File: config.mk
export PLATFORM = sky130hd
export DESIGN_NAME = alu_issue_stage_flat
export DESIGN_NICKNAME = d
export VERILOG_FILES = /design/src/rtl/alu_issue_if.sv /design/src/rtl/alu_issue_stage.sv /design/src/flat_wrapper.sv
export SDC_FILE = /design/constraint.sdc
export NUM_CORES = 1
export LEC_CHECK = 0
export ABC_AREA = 1
export CAP_MARGIN = 10
export CORE_UTILIZATION = 35
export CTS_CLUSTER_SIZE = 20
export DETAILED_ROUTE_END_ITERATION = 8
export GPL_ROUTABILITY_DRIVEN = 0
export GPL_TIMING_DRIVEN = 0
export SYNTH_ARGS = -nofsm -noshare
export SYNTH_HDL_FRONTEND = slang
export SYNTH_SLANG_ARGS = --single-unit
File: constraint.sdc
create_clock -name clk -period 12.93 [get_ports clk]
set_clock_uncertainty 0.15 [all_clocks]
set_input_delay 1.293 -clock clk [delete_from_list [all_inputs] [get_ports clk]]
set_output_delay 1.293 -clock clk [all_outputs]
set_load 0.01 [all_outputs]
File: src/rtl/alu_issue_if.sv
// Handshake bundle between the decode/register-read side and the ALU issue stage.
// The bench drives the upstream offer and the downstream ready through the master modport.
interface alu_issue_if;
   logic        in_valid;
   logic        in_ready;
   logic [31:0] instr;
   logic [31:0] rs_value;
   logic [31:0] rt_value;
   logic        out_valid;
   logic        out_ready;
   logic [2:0]  ALU_operation;
   logic [31:0] input_1;
   logic [31:0] input_2;
   logic [4:0]  dest_reg;

   modport master (
      output in_valid, instr, rs_value, rt_value, out_ready,
      input  in_ready, out_valid, ALU_operation, input_1, input_2, dest_reg
   );

   modport slave (
      input  in_valid, instr, rs_value, rt_value, out_ready,
      output in_ready, out_valid, ALU_operation, input_1, input_2, dest_reg
   );
endinterface

File: src/rtl/alu_issue_stage.sv
// MIPS ALU issue stage: decodes one instruction into an ALU command behind a 2-entry skid buffer.
// Optional feature macro ALU_ISSUE_TRAP_EN: drop unsupported instructions and pulse `illegal`.
module alu_issue_stage #(
   parameter int ZERO_EXT_LOGIC = 1
) (
   input  logic        clk,
   input  logic        reset,
   alu_issue_if.slave  bus
`ifdef ALU_ISSUE_TRAP_EN
   ,
   output logic        illegal
`endif
);

   localparam logic [1:0] S_EMPTY = 2'b00;
   localparam logic [1:0] S_ONE   = 2'b01;
   localparam logic [1:0] S_TWO   = 2'b10;

   typedef struct packed {
      logic [2:0]  op;
      logic [31:0] a;
      logic [31:0] b;
      logic [4:0]  dst;
   } entry_t;

   function automatic logic signed [31:0] sext16(input logic [15:0] imm);
      return {{16{imm[15]}}, imm};
   endfunction

   function automatic logic [31:0] logic_imm(input logic [15:0] imm);
      return (ZERO_EXT_LOGIC != 0) ? {16'h0000, imm} : sext16(imm);
   endfunction

   logic [1:0] state_q, state_d;
   entry_t     main_q, main_d;
   entry_t     skid_q, skid_d;
   logic       rdy_q;
   entry_t     dec;
   logic       supported;
   logic       in_fire, out_fire, push;

   // Unsupported encodings fall through as an ADD with the routing their opcode implies.
   always_comb begin
      supported = 1'b1;
      dec.op    = 3'b010;
      dec.a     = bus.rs_value;
      dec.b     = bus.rt_value;
      dec.dst   = bus.instr[15:11];
      if (bus.instr[31:26] == 6'h00) begin
         case (bus.instr[5:0])
            6'h24:        dec.op = 3'b000;
            6'h25:        dec.op = 3'b001;
            6'h20, 6'h21: dec.op = 3'b010;
            6'h22, 6'h23: dec.op = 3'b110;
            6'h2A:        dec.op = 3'b111;
            default:      supported = 1'b0;
         endcase
      end else begin
         dec.b   = sext16(bus.instr[15:0]);
         dec.dst = bus.instr[20:16];
         case (bus.instr[31:26])
            6'h08, 6'h09: dec.op = 3'b010;
            6'h0A:        dec.op = 3'b111;
            6'h0C: begin
               dec.op = 3'b000;
               dec.b  = logic_imm(bus.instr[15:0]);
            end
            6'h0D: begin
               dec.op = 3'b001;
               dec.b  = logic_imm(bus.instr[15:0]);
            end
            default:      supported = 1'b0;
         endcase
      end
   end

   assign bus.in_ready      = rdy_q && (state_q != S_TWO);
   assign bus.out_valid     = (state_q == S_ONE) || (state_q == S_TWO);
   assign bus.ALU_operation = main_q.op;
   assign bus.input_1       = main_q.a;
   assign bus.input_2       = main_q.b;
   assign bus.dest_reg      = main_q.dst;

   assign in_fire  = bus.in_valid && bus.in_ready;
   assign out_fire = bus.out_valid && bus.out_ready;

`ifdef ALU_ISSUE_TRAP_EN
   logic illegal_q;

   assign push    = in_fire && supported;
   assign illegal = illegal_q;

   always_ff @(posedge clk or posedge reset) begin
      if (reset) illegal_q <= 1'b0;
      else       illegal_q <= in_fire && !supported;
   end
`else
   logic unused_supported;

   assign push             = in_fire;
   assign unused_supported = supported;
`endif

   always_comb begin
      state_d = state_q;
      main_d  = main_q;
      skid_d  = skid_q;
      case (state_q)
         S_EMPTY: begin
            if (push) begin
               state_d = S_ONE;
               main_d  = dec;
            end
         end
         S_ONE: begin
            if (push && out_fire) begin
               main_d = dec;
            end else if (push) begin
               state_d = S_TWO;
               skid_d  = dec;
            end else if (out_fire) begin
               state_d = S_EMPTY;
            end
         end
         S_TWO: begin
            if (out_fire) begin
               state_d = S_ONE;
               main_d  = skid_q;
            end
         end
         default: state_d = S_EMPTY;
      endcase
   end

   // rdy_q holds in_ready low until the first edge after reset is released.
   always_ff @(posedge clk or posedge reset) begin
      if (reset) begin
         state_q <= S_EMPTY;
         main_q  <= '0;
         rdy_q   <= 1'b0;
      end else begin
         state_q <= state_d;
         main_q  <= main_d;
         rdy_q   <= 1'b1;
      end
   end

   always_ff @(posedge clk) begin
      skid_q <= skid_d;
   end

endmodule

File: src/flat_wrapper.sv
// flat-port wrapper written by rule: the top's interface ports become plain ports
module alu_issue_stage_flat 
#(
   parameter int ZERO_EXT_LOGIC = 1
)
  (clk, reset, bus_in_valid, bus_instr, bus_rs_value, bus_rt_value, bus_out_ready, bus_in_ready, bus_out_valid, bus_ALU_operation, bus_input_1, bus_input_2, bus_dest_reg);
  alu_issue_if bus_i ();
  input  logic clk;
  input  logic reset;
  input wire logic [$bits(bus_i.in_valid)-1:0] bus_in_valid;
  input wire logic [$bits(bus_i.instr)-1:0] bus_instr;
  input wire logic [$bits(bus_i.rs_value)-1:0] bus_rs_value;
  input wire logic [$bits(bus_i.rt_value)-1:0] bus_rt_value;
  input wire logic [$bits(bus_i.out_ready)-1:0] bus_out_ready;
  output wire logic [$bits(bus_i.in_ready)-1:0] bus_in_ready;
  output wire logic [$bits(bus_i.out_valid)-1:0] bus_out_valid;
  output wire logic [$bits(bus_i.ALU_operation)-1:0] bus_ALU_operation;
  output wire logic [$bits(bus_i.input_1)-1:0] bus_input_1;
  output wire logic [$bits(bus_i.input_2)-1:0] bus_input_2;
  output wire logic [$bits(bus_i.dest_reg)-1:0] bus_dest_reg;
  assign bus_i.in_valid = bus_in_valid;
  assign bus_i.instr = bus_instr;
  assign bus_i.rs_value = bus_rs_value;
  assign bus_i.rt_value = bus_rt_value;
  assign bus_i.out_ready = bus_out_ready;
  assign bus_in_ready = bus_i.in_ready;
  assign bus_out_valid = bus_i.out_valid;
  assign bus_ALU_operation = bus_i.ALU_operation;
  assign bus_input_1 = bus_i.input_1;
  assign bus_input_2 = bus_i.input_2;
  assign bus_dest_reg = bus_i.dest_reg;
  alu_issue_stage #(.ZERO_EXT_LOGIC(ZERO_EXT_LOGIC)) u_core (.clk(clk), .reset(reset), .bus(bus_i));
endmodule
## After elaboration in Yosys (flattened, before gate mapping)

Cells that the tools add are included.

- Bits of input ports: 100
- Output and inout port bits: 74
- Logic and storage cells: 55
- Bits in registers: 147

- Reduce and logical (&&, ||, !) cells: 13
- Mux-type cells: 15
- Equality and inequality tests: 16
- Bitwise gates (word level): 1

Operator list:

| operator | count |
|---|---|
| 72-bit 2-to-1 mux | 3 |
| 72-bit one-hot mux with 3 select lines | 1 |
| 37-bit 2-to-1 mux | 1 |
| 32-bit 2-to-1 mux | 1 |
| 6-bit == test, second input constant | 5 |
| 6-bit by 4-bit == test with 1-bit output, second input constant | 3 |
| 3-bit one-hot mux with 4 select lines | 1 |
| 2-bit 2-to-1 mux | 5 |
| 3-bit one-hot mux with 3 select lines | 1 |
| 4-bit AND reduction | 2 |
| 6-bit logical NOT | 1 |
| 2-bit != test, second input constant | 3 |
| 2-bit one-hot mux with 3 select lines | 1 |
| 1-bit logical AND | 4 |
| 2-bit by 1-bit != test with 1-bit output, second input constant | 2 |
| 2-bit OR reduction | 2 |
| 3-bit 2-to-1 mux | 1 |
| 3-bit by 1-bit != test with 1-bit output, second input constant | 1 |
| 3-bit AND reduction | 1 |
| 3-bit nonzero test | 1 |
| 2-bit by 1-bit == test with 1-bit output, second input constant | 1 |
| 2-bit == test, second input constant | 1 |
| 2-bit logical NOT | 1 |
| 1-bit logical OR | 1 |
| 1-bit NOT | 1 |

## Logic depth before layout (Yosys ltp)

- Depth after elaboration: 7
- Gate-level depth with buffers: 12
- Gate-level depth less buffers: 10

## Worst setup path after synthesis

Ideal clock, no wire load.

- Path kind: in2reg
- From: input bus_in_valid
- To: register u_core.skid_q[0] (netlist bit), enable pin
- Buffers on the path: 0
- Data arrival time: 6,326 ps
- Setup time: 591 ps
- Slack: 5,863 ps
- Stages: 2
- Data required time: 12,189 ps
- Cell sequence: nand3_4 -> nor3_1

- Word-level cells in the longest chain between the ends: 4

Ends and longest elaborated chain:

| what | RTL line | text |
|---|---|---|
| start: declaration | flat_wrapper.sv:10 | `input wire logic [$bits(bus_i.in_valid)-1:0] bus_in_valid;` |
| 1-bit logical AND * | alu_issue_stage.sv:84 | `assign in_fire = bus.in_valid && bus.in_ready;` |
| 1-bit logical AND | alu_issue_stage.sv:116 | `if (push && out_fire) begin` |
| 1-bit NOT (no source line) | - |  |
| 3-bit AND reduction (no source line) * | - |  |
| end signal: assignment | alu_issue_stage.sv:149 | `skid_q <= skid_d;` |
| end: declaration | alu_issue_stage.sv:36 | `entry_t skid_q, skid_d;` |

Every way passes the cells marked *; elsewhere a longest branch is shown, timed or not.
A chain may end at the register's enable or synchronous reset.

## Worst setup path in the final report

- From: register u_core.state_q[0]
- To: output bus_in_ready

- Word-level cells in the longest chain between the ends: 2

Ends and longest elaborated chain:

| what | RTL line | text |
|---|---|---|
| start: declaration | alu_issue_stage.sv:34 | `logic [1:0] state_q, state_d;` |
| start signal: assignment | alu_issue_stage.sv:142 | `state_q <= state_d;` |
| 2-bit != test | alu_issue_stage.sv:77 | `assign bus.in_ready = rdy_q && (state_q != S_TWO);` |
| 1-bit logical AND | alu_issue_stage.sv:77 |  |
| end: declaration | flat_wrapper.sv:15 | `output wire logic [$bits(bus_i.in_ready)-1:0] bus_in_ready;` |

No other way between the ends.

==> results.sh <==
export IMPL_io_buffer_count=168
export IMPL_mostFrequentLayoutCells="nand2_1, clkdlybuf4s50_1, nand3_1"
export IMPL_cp_cell_sequence="inv_1, ha_1, buf_4, clkbuf_1, nor2_1, clkdlybuf4s50_1"
export IMPL_drt_iter0_drc=339
export IMPL_num_vias=5438
export IMPL_ant_nets=0
export IMPL_critPathRequiredTime_ns=11.49
export IMPL_setup_tns_ns=0
export IMPL_power_w=0.00213
export IMPL_antenna_found_initial=0
export IMPL_cp_start_kind="register"
export IMPL_post_cts_buffers=0
export IMPL_first_pass_iters=5
export IMPL_ctsHoldBuffers=0
export IMPL_rsz0062_at_grt="no"
export IMPL_holdPathStages=2
export IMPL_cts_tree="built"
export IMPL_slowest_stage="clkdlybuf4s50_1"
export IMPL_layout_nets=1055
export IMPL_timing_hold_ws_ns=0.319
export IMPL_end_kind="output pin"
export IMPL_h_tree_depth=4
export IMPL_critPathArrivalTime_ns=2.20
export IMPL_p_comb_share_pct=42.1
export IMPL_area_growth_pct=40.5
export IMPL_p_leak_nw=4.28
export IMPL_min_period_ns=3.65
export IMPL_n_fill_cell=1762
export IMPL_grtUsageTotal_pct=18.0
export IMPL_cts_resized_gates=0
export IMPL_io_pins=174
export IMPL_drt_wl_total_mm=17.1
export IMPL_swShare_pct=35.9
export IMPL_hold_start="u_core.bus.input_1[2]$_DFFE_PP0P_"
export IMPL_cts_sinks=147
export IMPL_synth_cell_area_um2=6670
export IMPL_root_buffer="clkbuf_16"
export IMPL_ys_seq_elements=147
export IMPL_largest_reg_flops=72
export IMPL_grt_pass1_vias=5292
export IMPL_power_density_nw_per_um2=227
export IMPL_pre_cts_ws_ns=9.10
export IMPL_post_route_worst_setup_slack_ns=9.28
export IMPL_worstPathMaxFanout=10
export IMPL_timing_rr_end="u_core.skid_q[36]$_DFFE_PP_"
export IMPL_rr_worst_depth=10
export IMPL_wl_per_cell_um=14.3
export IMPL_syn_area_per_cell_um2=8.83
export IMPL_synthesis_nets=860
export IMPL_crit_type="register to output pin"
export IMPL_fin_crit_sh_pct=28.2
export IMPL_worst_hold_path_type="register to register"
export IMPL_vias_per_cell=4.54
export IMPL_hold_violations=0
export IMPL_synth_distinct_cells=25
export IMPL_insertion_delay_ns=0.41
export IMPL_power_frac_clock_pct=24.1
export IMPL_run_status="finished clean"
export IMPL_switchingPower_w=0.000766
export IMPL_overflow=0
export IMPL_hpwl_mm=12.3
export IMPL_grt_pass1_wl_mm=27.3
export IMPL_drv_cap=0
export IMPL_utilization_pct=50.1
export IMPL_initial_utilization_pct=35.7
export IMPL_report_final_slew_viol_count=0
export IMPL_seqPwrFrac_pct=33.7
export IMPL_synth_warnings=0
export IMPL_grt_max_degree=49
export IMPL_ys_seq_area_share_pct=60.5
export IMPL_layout_commonest_cell="nand2_1"
export IMPL_die_width_um=140
export IMPL_startpoint="u_core.state_q[0]$_DFFE_PP0P_"
export IMPL_antennaDiodeCount=0
export IMPL_vdd_drop_max_uv=95.4
export IMPL_intPower_w=0.00137
export IMPL_netlist_instances=756
export IMPL_slowest_delay_ns=0.51
export IMPL_min_to="u_core.bus.input_1[2]$_DFFE_PP0P_"
export IMPL_cts_buffers=17
export IMPL_worst_pin_slew_ns=0.785
export IMPL_drc_errors=0
export IMPL_row_count=50
export IMPL_ctsLongestPathBuffers=2
export IMPL_clk_pin_slew_ns=0.06
export IMPL_r2r_start="u_core.state_q[0]$_DFFE_PP0P_"
export IMPL_max_slew_margin_pct=47.4
export IMPL_die_area_um2=19600
export IMPL_drive_gt1_share_pct=11.4
export IMPL_die_h_um=140
export IMPL_largest_register="u_core.skid_q"
export IMPL_timing_reg2reg_setup_slack_ns=10.02
export IMPL_max_freq_mhz=274
export IMPL_setup_viol=0
export IMPL_coreArea_um2=18700
[cell families (layout without fill, tap and decap cells)]
group	count (synthesis)	after routing	share of synthesized area, %
flip-flops	147	147	60.5
AO/OA/AOI/OAI	1	1	0.0749
AND/OR/NAND/NOR	547	547	34.7
other	1	1	0.0562
adder cells (fa/ha/maj)	4	4	0.750
buffers and inverters	56	264	3.90
[critical path: cells and delay by family, from the launching register on]
kind / cells / cell delay, ns
buffers and inverters: 4 / 1.14
flip-flops: 1 / 0.41
adder cells (fa/ha/maj): 1 / 0.14
AND/OR/NAND/NOR: 1 / 0.09
[per-layer routing]
layer	track usage, %	wire length, um	vias up
met3	3.83	647	7
met2	30.1	8250	139
met1	23.7	8120	2483
met4	5.15	110	0
met5	0	0	-
li1	-	-	2809
[power groups by stage]
stage	clock [W]	sequential [W]	combinational (W)
floorplan	0	0.000778	0.000440
global placement	0	0.000735	0.000894
detailed placement	0	0.000727	0.000911
CTS	0.000525	0.000720	0.000916
global route	0.000547	0.000735	0.00101
finish	0.000514	0.000718	0.000898
[cell usage after synthesis (all sizes together)]
cell type  count  area, um2
nand2        390       1460
nand3         90        463
dfrtp         75       1880
edfxtp        72       2160
or2           39        244
buf           22        130
nor2          18       82.6
clkbuf        17       63.8
inv           17       66.3
nor3           6       30.0
ha             4       50.1
nand3b         2       18.8
and2           1       6.26
conb           1       3.75
nand4          1       6.26
o21ai          1       5.00
[worst max-delay path by stage]
stage | slack (ns) | end
2_1_floorplan | 5.86 | u_core.skid_q[0]$_DFFE_PP_
3_3_place_gp | 2.71 | u_core.skid_q[23]$_DFFE_PP_
3_5_place_dp | 9.10 | u_core.skid_q[27]$_DFFE_PP_
4_1_cts | 9.22 | bus_in_ready
5_1_grt | 9.12 | bus_in_ready
6_report | 9.28 | bus_in_ready
[final cells by class]
type                            instances  area (um2)  share of cell area (%)
Sequential cell                       147        4040                    43.1
Multi-Input combinational cell        553        2380                    25.4
Timing Repair Buffer                  176        1790                    19.1
Clock buffer                           18         439                    4.68
Tap cell                              234         293                    3.12
Buffer                                 39         194                    2.07
Clock inverter                         14         175                    1.87
Inverter                               17        68.8                   0.734
[stage by stage]
step	std cells	area, um2
floorplan	756	6670
global placement	1158	8650
detailed placement	1166	8760
CTS	1198	9380
global route	1198	9380
finish	1198	9380
No activity file was read; power rests on OpenSTA's default activity.
